===== src/rtl/c_loop_mem_ctrl.sv =====
// Sequencer for the c_loop_w_memory datapath: sum += mem[i] for i in 0..LOOP_N-1.
// Optional LOOP_WRITEBACK_EN adds a WRITE state storing the running sum back to mem[i].
module c_loop_mem_ctrl #(
    parameter int unsigned DATA_W = 8,
    parameter int unsigned ADDR_W = 4,
    parameter int unsigned LOOP_N = 10,
    parameter int unsigned SUM_W  = 12
) (
    input  logic              clk,
    input  logic              rst,
    input  logic              start,
    output logic              done,
    output logic              busy,
    output logic [ADDR_W-1:0] mem_addr,
    output logic              mem_rden,
    output logic              mem_wren,
    output logic [DATA_W-1:0] mem_wrdata,
    input  logic [DATA_W-1:0] mem_rddata,
    output logic [SUM_W-1:0]  sum,
    output logic [ADDR_W:0]   loop_i
);

    localparam logic [ADDR_W:0] LAST_I = (ADDR_W+1)'(LOOP_N - 1);
    localparam logic [ADDR_W:0] ONE_I  = (ADDR_W+1)'(1);

    typedef enum logic [2:0] {
        S_IDLE,
        S_READ,
        S_WAIT,
        S_ACC,
        S_WRITE,
        S_DONE
    } state_t;

    state_t            state, state_d;
    logic [SUM_W-1:0]  sum_d, acc_sum;
    logic [ADDR_W:0]   loop_i_d;
    logic [ADDR_W-1:0] addr_d;
    logic              rden_d, wren_d, done_d, busy_d, advance;
    logic [DATA_W-1:0] wrdata_d, rd_q, rd_q_d;

    // Next state and next registered outputs.
    always_comb begin
        state_d  = state;
        sum_d    = sum;
        loop_i_d = loop_i;
        addr_d   = mem_addr;
        rden_d   = 1'b0;
        wren_d   = 1'b0;
        wrdata_d = '0;
        done_d   = 1'b0;
        busy_d   = 1'b0;
        rd_q_d   = rd_q;
        advance  = 1'b0;
        acc_sum  = sum + SUM_W'($signed(rd_q));

        case (state)
            S_IDLE: begin
                if (start) begin
                    state_d  = S_READ;
                    sum_d    = '0;
                    loop_i_d = '0;
                    addr_d   = '0;
                    rden_d   = 1'b1;
                    busy_d   = 1'b1;
                end
            end
            S_READ: begin
                state_d = S_WAIT;
                busy_d  = 1'b1;
            end
            S_WAIT: begin
                rd_q_d  = mem_rddata;
                state_d = S_ACC;
                busy_d  = 1'b1;
            end
            S_ACC: begin
                sum_d = acc_sum;
`ifdef LOOP_WRITEBACK_EN
                state_d  = S_WRITE;
                wren_d   = 1'b1;
                wrdata_d = DATA_W'(acc_sum);
                busy_d   = 1'b1;
`else
                advance = 1'b1;
`endif
            end
`ifdef LOOP_WRITEBACK_EN
            S_WRITE: advance = 1'b1;
`endif
            S_DONE: begin
                if (start) begin
                    done_d = 1'b1;
                end else begin
                    state_d = S_IDLE;
                end
            end
            default: state_d = S_IDLE;
        endcase

        // End-of-iteration decision shared by ACC and WRITE.
        if (advance) begin
            if (loop_i == LAST_I) begin
                state_d = S_DONE;
                done_d  = 1'b1;
            end else begin
                loop_i_d = loop_i + ONE_I;
                addr_d   = ADDR_W'(loop_i_d);
                state_d  = S_READ;
                rden_d   = 1'b1;
                busy_d   = 1'b1;
            end
        end
    end

    always_ff @(posedge clk) begin
        if (!rst) begin
            state      <= S_IDLE;
            sum        <= '0;
            loop_i     <= '0;
            mem_addr   <= '0;
            mem_rden   <= 1'b0;
            mem_wren   <= 1'b0;
            mem_wrdata <= '0;
            done       <= 1'b0;
            busy       <= 1'b0;
            rd_q       <= '0;
        end else begin
            state      <= state_d;
            sum        <= sum_d;
            loop_i     <= loop_i_d;
            mem_addr   <= addr_d;
            mem_rden   <= rden_d;
            mem_wren   <= wren_d;
            mem_wrdata <= wrdata_d;
            done       <= done_d;
            busy       <= busy_d;
            rd_q       <= rd_q_d;
        end
    end

endmodule


===== config.mk =====
export PLATFORM = sky130hd
export DESIGN_NAME = c_loop_mem_ctrl
export DESIGN_NICKNAME = d
export VERILOG_FILES = /design/src/rtl/c_loop_mem_ctrl.sv
export SDC_FILE = /design/constraint.sdc
export NUM_CORES = 1
export LEC_CHECK = 0
export BUFFER_PORTS_ARGS = -buffer_cell sky130_fd_sc_hd__buf_4
export CORE_MARGIN = 1
export CORE_UTILIZATION = 30
export DETAILED_ROUTE_END_ITERATION = 12
export HOLD_SLACK_MARGIN = 0.08
export SLEW_MARGIN = 0
export SYNTH_ARGS = -nofsm -noshare
export SYNTH_HDL_FRONTEND = slang
export SYNTH_SLANG_ARGS = --single-unit

===== constraint.sdc =====
create_clock -name clk -period 5.7 [get_ports clk]
set_clock_uncertainty 0.05 [all_clocks]
set_input_delay 0.57 -clock clk [delete_from_list [all_inputs] [get_ports clk]]
set_output_delay 0.57 -clock clk [all_outputs]
set_load 0.005 [all_outputs]

==> flow_summary_export.csv <==
group,metric,value,unit
run_status,run_status,"finished, final reports clean",
sta,setup-tns-final,0,ns
yosys,asyncSetResetFlopFracSynth,0,
pwr,design_power_total,0.499,mW
global_routing,antenna_found_initial,0,
setup_path,worst-endpoint-required,5.81,ns
placement,finalWeightedCongestion,0.740,
pwr,ir_drop,0.134,mV
setup_path,worstPathArrival,2.46,ns
cts,cts_resized,0,
yosys,synth_largest_type_area_fraction,0.374,
global_routing,grt.overflow.total,0,
floorplanning,rows,28,
cts,post-cts-setup-buffers,0,
setup_path,crit_chain,"ha_1 -> fa_1 -> a21oi_1 -> o21ai_1 -> o31a_1 -> a221oi_1 -> xor2_1 -> o21ai_0",
cts,clock_tree_from_tritoncts,"built",
yosys,synth_cell_types,41,
sta,min_period_over_period,0.412,
floorplanning,initial_utilization,0.313,
yosys,synth_commonest_cells,"sky130_fd_sc_hd__dfxtp_1, sky130_fd_sc_hd__nor2_1, sky130_fd_sc_hd__nand2_1, sky130_fd_sc_hd__a21oi_1, sky130_fd_sc_hd__ha_1",
global_routing,grt_start_max_net_pins,25,
sta,finalCriticalPeriod,2.35,ns
floorplanning,die_width,81.0,um
global_routing,grt_first_pass_wirelength,6420,um
drt,initialDrtViolationCount,112,
yosys,synth_top_area_cell,"sky130_fd_sc_hd__dfxtp_1",
yosys,yosysMostFrequentCell,"sky130_fd_sc_hd__dfxtp_1",
setup_path,path_max_fanout,3,
floorplanning,dieArea,0.00657,mm2
floorplanning,coreArea,0.00599,mm2
cts,clock_tree.htree_level_count,2,
cts,cts_num_sinks,35,
setup_path,cp.buffers_inverters,0,
yosys,netlist_instances,210,
sta,timing_max_transition_violations_final,0,
sta,timing_worst_slew_pin_value,0.800,ns
final_layout,nets,268,
cts,cts_buffers,5,
drt,route.detailed.vias_per_inst,4.66,
run,cap_violations,0,
cts,cts.root.buffer_cell,"sky130_fd_sc_hd__clkbuf_8",
setup_path,setup.worst_path.end_class,"flip-flop",
cts,source_to_sink_clock_delay_at_the_later_pin_of_the_worst_skew_pair,0.28,ns
final_layout,drive_above_1_share,0.189,
setup_path,path_delay_family,"compound AO/OA/AOI/OAI gates",
final_layout,stdcell_area,0.00224,mm2
floorplanning,floorplan.die.height,81.0,um
sta,slew-limit-headroom,0.466,
yosys,synth_ff_type,"sky130_fd_sc_hd__dfxtp_1",
placement,dpl_cell_area,0.00216,mm2
sta,unrepaired_setup_endpoints_after_global_routing,"false",
sta,achievable-frequency,426,MHz
setup_path,critical_path.max_stage_delay,0.42,ns
cts,cts_max_path_buffers,2,
placement,io_buffer_count,34,
sta,final_setup_violations,0,
drt,routed_wirelength,3770,um
yosys,syn_area,0.00187,mm2
setup_path,criticalPathCategory,"flip-flop to flip-flop",
placement,dp.final_hpwl,2760,um
final_layout,antenna_cells_inserted,0,
yosys,synth.avg_cell_area,8.93,um2
yosys,synth.area.top_cells,"sky130_fd_sc_hd__dfxtp_1, sky130_fd_sc_hd__ha_1, sky130_fd_sc_hd__mux2i_1",
floorplanning,design.portCount,44,
setup_path,max_stage_delay_cell_worst_path,"sky130_fd_sc_hd__fa_1",
final_layout,flow.area_growth_from_synthesis,19.6,%
drt,remaining_drc_errors,0,
cts,cts_hold_buffers,0,
yosys,yosys_register_bits,35,
worst_hold_path,hold_path.class,"flip-flop to flip-flop",
sta,hold_viol_final,0,
cts,cts.reportedPaths.clkPinSlew,0.07,ns
drt,routed-via-count,1485,
pwr,pwr_dens,223,mW/mm2
yosys,ys_warn_count,0,
yosys,ys_seq_area_frac,0.374,
pwr,power.leakage,0.995,nW
yosys,synth_enable_flop_cells,0,
drt,ant_nets,0,
drt,drt_pass1_iterations,4,
global_routing,grt.total_usage,0.129,
setup_path,startpoint_type,"flip-flop",
drt,wire_per_inst,11.8,um
global_routing,grt_pass1_vias,1398,
## layer usage
layer | up-vias | track usage | part of all wire
met5 | - | 0 | 0
met4 | 0 | 0.0536 | 0.017
met3 | 6 | 0.0360 | 0.054
met2 | 33 | 0.204 | 0.45
met1 | 663 | 0.163 | 0.48
li1 | 783 | - | -
## logic make-up after synthesis
logic type	Yosys count	share of synthesized area
and+or+nand+nor	67	0.164
AOI/OAI and AO/OA	52	0.198
DFF	35	0.374
buffers and inverters	20	0.0601
adders and majority gates	14	0.0975
xor gates and xnor gates	11	0.0514
muxes	10	0.0534
other	1	0.00200
## layout by cell type (no fill, tap or decap), types with 3 or more instances in the layout
master	count
sky130_fd_sc_hd__nand2b_1	5
sky130_fd_sc_hd__conb_1	9
sky130_fd_sc_hd__and3_1	3
sky130_fd_sc_hd__inv_1	3
sky130_fd_sc_hd__o21ai_0	12
sky130_fd_sc_hd__mux2i_1	10
sky130_fd_sc_hd__nor3_1	4
sky130_fd_sc_hd__a21oi_1	14
sky130_fd_sc_hd__nor2_1	24
sky130_fd_sc_hd__buf_4	35
sky130_fd_sc_hd__dfxtp_1	35
sky130_fd_sc_hd__xnor2_1	6
sky130_fd_sc_hd__a22oi_1	5
sky130_fd_sc_hd__nand2_1	19
sky130_fd_sc_hd__a21o_1	7
sky130_fd_sc_hd__clkbuf_8	5
sky130_fd_sc_hd__xor2_1	5
sky130_fd_sc_hd__ha_1	13
## path summary, 6_finish.rpt
check	slack (ns)	depth (start not counted)	startpoint	end
min reg2reg	0.41	2	mem_addr[3]$_SDFF_PN0_	mem_addr[3]$_SDFF_PN0_
max reg2reg	3.35	8	sum[0]$_SDFFE_PN0P_	sum[10]$_SDFFE_PN0P_
min	0.41	2	mem_addr[3]$_SDFF_PN0_	mem_addr[3]$_SDFF_PN0_
max	3.35	8	sum[0]$_SDFFE_PN0P_	sum[10]$_SDFFE_PN0P_
## final cells by class
cell class	count	area, um2
clock buffer	7	76.3
fill	614	3750
sequential	35	701
tap	75	93.8
multi-input combinational	163	1090
inverter	3	11.3
timing repair buffer	35	263
clock inverter	1	5.00
## state kept, by name, summed over array words and instances (netlist names)
register	flops
mem_addr	4
state	3
rd_q	8
busy	1
sum	12
mem_rden	1
done	1
loop_i	5
## per-stage QoR
stage / cells / util / worst slack, ns / hold WS [ns]
finish: 319 / 0.374 / 3.35 / 0.406
global route: 319 / 0.374 / 3.21 / 0.426
CTS: 319 / 0.374 / 3.35 / 0.409
detailed placement: 311 / 0.360 / 3.36 / 0.400
global placement: 311 / 0.360 / 3.40 / 0.397
floorplan: 218 / - / 3.50 / 0.403
## worst min-delay path, cell delays in order, from the launching register on
cell                      delay, ns
sky130_fd_sc_hd__dfxtp_1       0.31
sky130_fd_sc_hd__nand2_1       0.05
sky130_fd_sc_hd__a21oi_1       0.05
## power breakdown
part	internal (mW)	switching, mW	leakage, nW	total [mW]
clock network	0.0857	0.0855	0.0422	0.171
registers	0.253	0.00862	0.283	0.262
logic	0.0292	0.0366	0.670	0.0658
total	0.368	0.131	0.995	0.499
No activity file was read; power rests on OpenSTA's default activity.
